===== config.mk =====
export PLATFORM = sky130hd
export DESIGN_NAME = writeback_stage
export DESIGN_NICKNAME = d
export VERILOG_FILES = /design/src/rtl/wb_pkg.sv /design/src/rtl/wb_src_mux.sv /design/src/rtl/writeback_stage.sv
export SDC_FILE = /design/constraint.sdc
export NUM_CORES = 1
export LEC_CHECK = 0
export ABC_AREA = 0
export CORE_MARGIN = 4
export CORE_UTILIZATION = 39
export DETAILED_ROUTE_END_ITERATION = 16
export PLACE_DENSITY = 0.81
export SYNTH_ARGS = -nofsm -noshare
export SYNTH_HDL_FRONTEND = slang
export SYNTH_HIERARCHICAL = 1
export SYNTH_SLANG_ARGS = --single-unit

===== constraint.sdc =====
create_clock -name clk -period 2.05 [get_ports clk]
set_input_delay 0.41 -clock clk [delete_from_list [all_inputs] [get_ports clk]]
set_output_delay 0.41 -clock clk [all_outputs]
set_load 0.02 [all_outputs]

===== src/rtl/wb_pkg.sv =====
// Shared types and default source-index map for the register-file write-back stage.
package wb_pkg;

  typedef enum logic {
    IDLE = 1'b0,
    WAIT = 1'b1
  } wb_state_t;

  localparam int WB_SRC_ALU  = 0;
  localparam int WB_SRC_MEM  = 1;
  localparam int WB_SRC_LINK = 2;
  localparam int WB_SRC_IMM  = 3;

  // Select-index width; a single-source build still needs a 1-bit select port.
  function automatic int wb_sel_w(input int nsrc);
    return (nsrc > 1) ? $clog2(nsrc) : 1;
  endfunction

endpackage


===== src/rtl/wb_src_mux.sv =====
// Combinational NSRC:1 result select over a packed source bus, flagging out-of-range indices.
module wb_src_mux
  import wb_pkg::*;
#(
  parameter  int WIDTH = 16,
  parameter  int NSRC  = 4,
  localparam int SEL_W = wb_sel_w(NSRC)
) (
  input  logic [NSRC*WIDTH-1:0] data_i,
  input  logic [SEL_W-1:0]      sel_i,
  output logic [WIDTH-1:0]      data_o,
  output logic                  sel_oob_o
);

  always_comb begin
    data_o    = '0;
    sel_oob_o = (int'(sel_i) >= NSRC);
    for (int i = 0; i < NSRC; i++) begin
      if (int'(sel_i) == i) begin
        data_o = data_i[i*WIDTH +: WIDTH];
      end
    end
  end

endmodule


===== src/rtl/writeback_stage.sv =====
// Register-file write-back stage: selects the retiring result, defers memory-sourced
// results until read data arrives or a timeout expires, and drives a registered write strobe.
module writeback_stage
  import wb_pkg::*;
#(
  parameter  int WIDTH       = 16,
  parameter  int NSRC        = 4,
  parameter  int MEM_SRC     = WB_SRC_MEM,
  parameter  int RADDR_W     = 4,
  parameter  int MEM_TIMEOUT = 15,
  localparam int SEL_W       = wb_sel_w(NSRC)
) (
  input  logic                  clk,
  input  logic                  rst,
  input  logic                  in_valid,
  output logic                  in_ready,
  input  logic [SEL_W-1:0]      in_sel,
  input  logic [RADDR_W-1:0]    in_dest,
  input  logic [NSRC*WIDTH-1:0] in_data,
  input  logic                  mem_rvalid,
  input  logic [WIDTH-1:0]      mem_rdata,
  output logic                  rf_we,
  output logic [RADDR_W-1:0]    rf_waddr,
  output logic [WIDTH-1:0]      rf_wdata,
  output logic                  busy,
  output logic                  err_sel,
  output logic                  err_timeout
);

  localparam int CNT_W = $clog2(MEM_TIMEOUT + 1);

  wb_state_t          state_q, state_d;
  logic [CNT_W-1:0]   cnt_q, cnt_d;
  logic [RADDR_W-1:0] dest_q, dest_d;
  logic               rf_we_q, rf_we_d;
  logic [RADDR_W-1:0] rf_waddr_q, rf_waddr_d;
  logic [WIDTH-1:0]   rf_wdata_q, rf_wdata_d;
  logic               err_sel_q, err_sel_d;
  logic               err_to_q, err_to_d;

  logic [WIDTH-1:0]   mux_data;
  logic               mux_oob;
  logic               xfer;

  wb_src_mux #(
    .WIDTH (WIDTH),
    .NSRC  (NSRC)
  ) u_mux (
    .data_i    (in_data),
    .sel_i     (in_sel),
    .data_o    (mux_data),
    .sel_oob_o (mux_oob)
  );

  assign in_ready = (state_q == IDLE);
  assign xfer     = in_valid & in_ready;

  always_comb begin
    state_d    = state_q;
    cnt_d      = cnt_q;
    dest_d     = dest_q;
    rf_we_d    = 1'b0;
    rf_waddr_d = rf_waddr_q;
    rf_wdata_d = rf_wdata_q;
    err_sel_d  = 1'b0;
    err_to_d   = 1'b0;

    unique case (state_q)
      IDLE: begin
        if (xfer) begin
          if (mux_oob) begin
            err_sel_d = 1'b1;
          end else if (int'(in_sel) == MEM_SRC) begin
            dest_d  = in_dest;
            cnt_d   = '0;
            state_d = WAIT;
          end else begin
            rf_we_d    = 1'b1;
            rf_waddr_d = in_dest;
            rf_wdata_d = mux_data;
          end
        end
      end
      WAIT: begin
        // Read data arriving on the last counting cycle still beats the timeout.
        if (mem_rvalid) begin
          rf_we_d    = 1'b1;
          rf_waddr_d = dest_q;
          rf_wdata_d = mem_rdata;
          state_d    = IDLE;
        end else if (int'(cnt_q) == MEM_TIMEOUT - 1) begin
          err_to_d = 1'b1;
          state_d  = IDLE;
        end else if (cnt_q != '1) begin
          cnt_d = cnt_q + 1'b1;
        end
      end
      default: state_d = IDLE;
    endcase
  end

  always_ff @(posedge clk or posedge rst) begin
    if (rst) begin
      state_q    <= IDLE;
      cnt_q      <= '0;
      dest_q     <= '0;
      rf_we_q    <= 1'b0;
      rf_waddr_q <= '0;
      rf_wdata_q <= '0;
      err_sel_q  <= 1'b0;
      err_to_q   <= 1'b0;
    end else begin
      state_q    <= state_d;
      cnt_q      <= cnt_d;
      dest_q     <= dest_d;
      rf_we_q    <= rf_we_d;
      rf_waddr_q <= rf_waddr_d;
      rf_wdata_q <= rf_wdata_d;
      err_sel_q  <= err_sel_d;
      err_to_q   <= err_to_d;
    end
  end

  assign rf_we       = rf_we_q;
  assign rf_waddr    = rf_waddr_q;
  assign rf_wdata    = rf_wdata_q;
  assign busy        = (state_q == WAIT);
  assign err_sel     = err_sel_q;
  assign err_timeout = err_to_q;

endmodule


## Word-level counts from Yosys, hierarchy flattened

Cells that the tools add are included.

| word-level totals | value |
|---|---|
| register bits after elaboration | 31 |
| input port bits | 90 |
| output and inout bits | 25 |
| word-level logic and storage cells | 55 |

| cells by class | value |
|---|---|
| add/sub/neg operators | 1 |
| equal/unequal tests | 12 |
| multiplexer cells | 29 |
| bitwise operators | 2 |
| reductions and logical operators | 4 |

Operators by type and width:

| kind | number |
|---|---|
| $mux W16 | 6 |
| $mux W4 | 8 |
| $pmux W16 S2 | 1 |
| $pmux W4 S2 | 2 |
| $mux W1 | 10 |
| $ne A2 B2 Y1 const B | 4 |
| $ne A2 B1 Y1 const B | 3 |
| $reduce_and A3 Y1 | 2 |
| $reduce_and A5 Y1 | 1 |
| $add A4 B1 Y4 const B | 1 |
| $eq A2 B2 Y1 const B | 2 |
| $eq A4 B2 Y1 const B | 1 |
| $ne A4 B4 Y1 const B | 1 |
| $pmux W1 S2 | 2 |
| $eq A2 B1 Y1 const B | 1 |
| $logic_not A2 Y1 | 1 |
| $and A1 B1 Y1 | 1 |
| $not A1 Y1 | 1 |

## Depth between registers and ports, before layout

| logic depth | value |
|---|---|
| depth in word-level cells | 7 |
| depth in mapped cells | 5 |
| gate-level depth less buffers | 5 |

## By module

Netlist, hierarchy kept.

Modules (own cells, without submodules):

| module | times used | cells each | area each (µm²) | sequential area each (µm²) |
|---|---|---|---|---|
| writeback_stage | 1 | 115 | 1621.6 | 800.8 |
| wb_src_mux | 1 | 22 | 435.4 | 0.0 |

## Worst setup path after synthesis

Ideal clock, no wire load.

| timing path | value |
|---|---|
| path kind | input port to flip-flop |
| start | in in_sel[0] |
| end | reg rf_wdata_q[5], in the netlist rf_wdata[5] |
| data arrival time | 1650 ps |
| setup slack | 275 ps |
| stages | 5 |
| path buffers | 2 |
| cell sequence | buf_6 -> buf_12 -> mux4_2 -> mux2_2 -> mux2_2 |

| between the ends | value |
|---|---|
| longest elaborated chain between the ends | 7 |
| elaborated cells between the ends (all ways) | 12 |

RTL lines:

| item | line | source |
|---|---|---|
| from (decl) | writeback_stage.sv:17 | `input logic [SEL_W-1:0] in_sel,` |
| $logic_not A2 Y1 | wb_src_mux.sv:19 | `if (int'(sel_i) == i) begin` |
| $mux W16 (2 in a row) | wb_src_mux.sv:19 |  |
| $mux W16 (*) | wb_src_mux.sv:19 |  |
| named net mux_data[5] | writeback_stage.sv:41 | `logic [WIDTH-1:0] mux_data;` |
| $mux W16 (*) | writeback_stage.sv:73 | `end else if (int'(in_sel) == MEM_SRC) begin` |
| $mux W16 (*) | writeback_stage.sv:70 | `if (xfer) begin` |
| $pmux W16 S2 (*) | writeback_stage.sv:68 | `unique case (state_q)` |
| to (signal assigned) | writeback_stage.sv:118 | `rf_wdata_q <= rf_wdata_d;` |
| to (decl) | writeback_stage.sv:37 | `logic [WIDTH-1:0] rf_wdata_q, rf_wdata_d;` |

Mark *: on every way through the listed nets, which the timed path passes. The rest lies on a longest branch. The select of a mux whose other input is x is not followed.
A chain may end at the register's enable or synchronous reset.

## Worst setup path after layout

| timing path | value |
|---|---|
| start | reg state_q, in the netlist busy |
| end | out in_ready |

| between the ends | value |
|---|---|
| longest elaborated chain between the ends | 1 |

RTL lines:

| item | line | source |
|---|---|---|
| from (decl) | writeback_stage.sv:32 | `wb_state_t state_q, state_d;` |
| from (signal assigned) | writeback_stage.sv:113 | `state_q <= state_d;` |
| $not A1 Y1 (no line) | n/a |  |
| to (decl) | writeback_stage.sv:16 | `output logic in_ready,` |

Every way passes these cells.

==> flow_summary.toml <==
[outcome]
outcome = "completed"

[cts]
cts_root_buf = "clkbuf_8"
cts_buffer_depth = 2
clock_latency_ps = 280
postCtsSetupBuffers = 0
htreeDepth = 2
clk_pin_slew_ps = 70
cts_tree = "built"
cts_buffers = 5
cts.sinks = 32

[drt]
firstDrtPassIters = 4
antenna_left = 0
avgViaCountPerCell = 4.95
wl_met3_um = 422
detailroute.via_count = 1635
drt_iter0_drc = 44
routed.top_layer = "met4"
met2_length_mm = 2.94
post_drt_wl_per_cell_um = 16.5
postRouteWirelength_mm = 5.45
wl_met1_mm = 2.01
drc = 0

[finish]
drive_above_1_share = 0.288
fill_cells = 399
antennaDiodeCount = 0
register_area_sq_um = 801
final_nets = 351
areaGrowthSynthToFinish_pct = 66.7
multi_input_area_sq_um = 1130
instances_no_fill = 330

[floorplan]
die-width_um = 80.6
num_rows = 26
fp.dieArea_sq_um = 6500
io_pins = 115
coreArea_sq_um = 5110
start_util = 0.403
die_h_um = 80.6

[worst_setup_path]
slowest_stage = "clkdlybuf4s50_1"
crit_required_ps = 1640
crit_type = "reg2out"
crit_path_end_kind = "output port"
path_cells = "inv_1 > clkdlybuf4s50_1"
arrival_ps = 1440
crit_fanout = 6
critical_path.top_delay_family = "buffers and inverters"
critPathLaunchType = "register"
slowest_delay_ps = 600
worstPathBufferInverterCount = 2

[timing]
timing.hold.ws_ps = 506
report.final.hold_viol_count = 0
finalSetupViolations = 0
fin_crit_ps = 1850
setup-tns-final_ps = 0
fmaxAchievable_ghz = 0.540
post-route-period-util = 0.903
final_max_slew_viol_count = 0
fin_worst_skew_ps = 7.34
rsz0062_at_grt = "no"

[yosys]
syn_area_per_cell_sq_um = 15.0
synth_edf_count = 0
ys_warn_count = 6
seq_area_frac_synth = 0.389
synth.ff_latch_count = 32
syn-instance-count = 137
synth.net_count = 229
yosys_most_used_dff = "dfrtp_1"
async_flop_share = 1.00
syn_area_sq_um = 2060
synth.distinct_cells = 33

[power]
p_leak_nw = 1.41
ir_worst_vdd_uv = 508
p_total_w = 0.00262
power.density_nw_per_um2 = 764

[place]
gp_congestion = 0.785
io_buffers = 114
numPlacedInstances = 321
hpwl_mm = 4.33

[global_routing]
antenna_found_initial = 0
grt_pass1_vias = 1722
grt_pass1_wl_mm = 7.96
grt.overflow.total = 0
grt_max_degree = 33
grt_use_total = 0.164

[run]
maxCapViolCount = 0

[min_path]
hold_path.class = "reg2reg"
==> synth_stat cells, types with 2 or more instances <==
cell      count  share of area
mux4_1        6          0.077
buf_2         3         0.0073
buf_4         2         0.0073
o211ai_1      2         0.0073
buf_6         4          0.022
mux4_2       10           0.11
ha_1          2          0.012
nand3_1       2         0.0049
dfrtp_1      32           0.39
mux2_2       34           0.19
inv_1         7          0.013
mux2_4       10          0.073
nor2_1        2         0.0037
nor2b_1       2         0.0061
==> power breakdown <==
part	internal, W	switching (W)
Clock	0.000359	0.000236
Sequential	0.000812	0.000124
Combinational	0.000678	0.000411
Total	0.00185	0.000771
==> worst paths after layout <==
check	from	end	slack (ps)	cells after the start
setup / recovery	busy	in_ready	200	2
hold / removal	dest_q[3]	dest_q[3]	510	1
setup reg to reg	busy	rf_wdata[3]	420	5
hold reg to reg	dest_q[3]	dest_q[3]	510	1
max in group asynchronous	rst	rf_wdata[5]	1220	3
min in group asynchronous	rst	cnt_q[3]	530	3
==> through the flow <==
stage	worst slack, ps	utilization	instance area (sq um)
6_report	198	0.671	3430
5_1_grt	134	0.671	3430
4_1_cts	7.63	0.666	3400
3_5_place_dp	-288	0.644	3290
3_3_place_gp	-259	0.644	3290
2_1_floorplan	275	-	2060
==> metal layers <==
layer  up-vias  track usage
li1        768            -
met1       795        0.185
met2        67        0.295
met3         5       0.0448
met4         0       0.0557
met5         -            0
==> cell families after synthesis <==
logic type / synth area share
multiplexers: 0.450
flip-flops: 0.389
buffers and inverters: 0.0590
AND/OR/NAND/NOR: 0.0426
AO/OA/AOI/OAI: 0.0408
adder cells (fa/ha/maj): 0.0122
other: 0.00182
XOR/XNOR: 0.00426
==> cell usage in the layout, fill, tap and decap left out, types with 2 or more instances in the layout <==
cell type and n:
clkdlybuf4s50_1 113, mux2_2 34, dfrtp_1 32, mux2_4 10
mux4_2 10, buf_4 8, inv_1 7, mux4_1 6
clkbuf_8 5, nor2b_1 2, nor2_1 2, nand3_1 2
o211ai_1 2, ha_1 2, buf_12 2
==> repair_timing <==
action / 4_1_cts / 5_1_grt
endpoints found under the hold margin: 0 / 0
setup endpoints to repair: 0 / 7
hold buffers: 0 / 0
resized for setup: 0 / 1
==> flip-flops by register name (all words and copies together), names as in the netlist <==
name	flops
busy	1
err_sel	1
err_timeout	1
dest_q	4
rf_waddr	4
rf_we	1
rf_wdata	16
cnt_q	4
==> cell type report <==
cell class / count / area share
tap: 70 / 0.0255
clock buffer: 5 / 0.0201
inverter: 7 / 0.00766
timing repair buffer: 125 / 0.370
clock inverter: 3 / 0.0124
sequential: 32 / 0.233
multi-input combinational: 88 / 0.331
No activity file was read; power rests on OpenSTA's default activity.
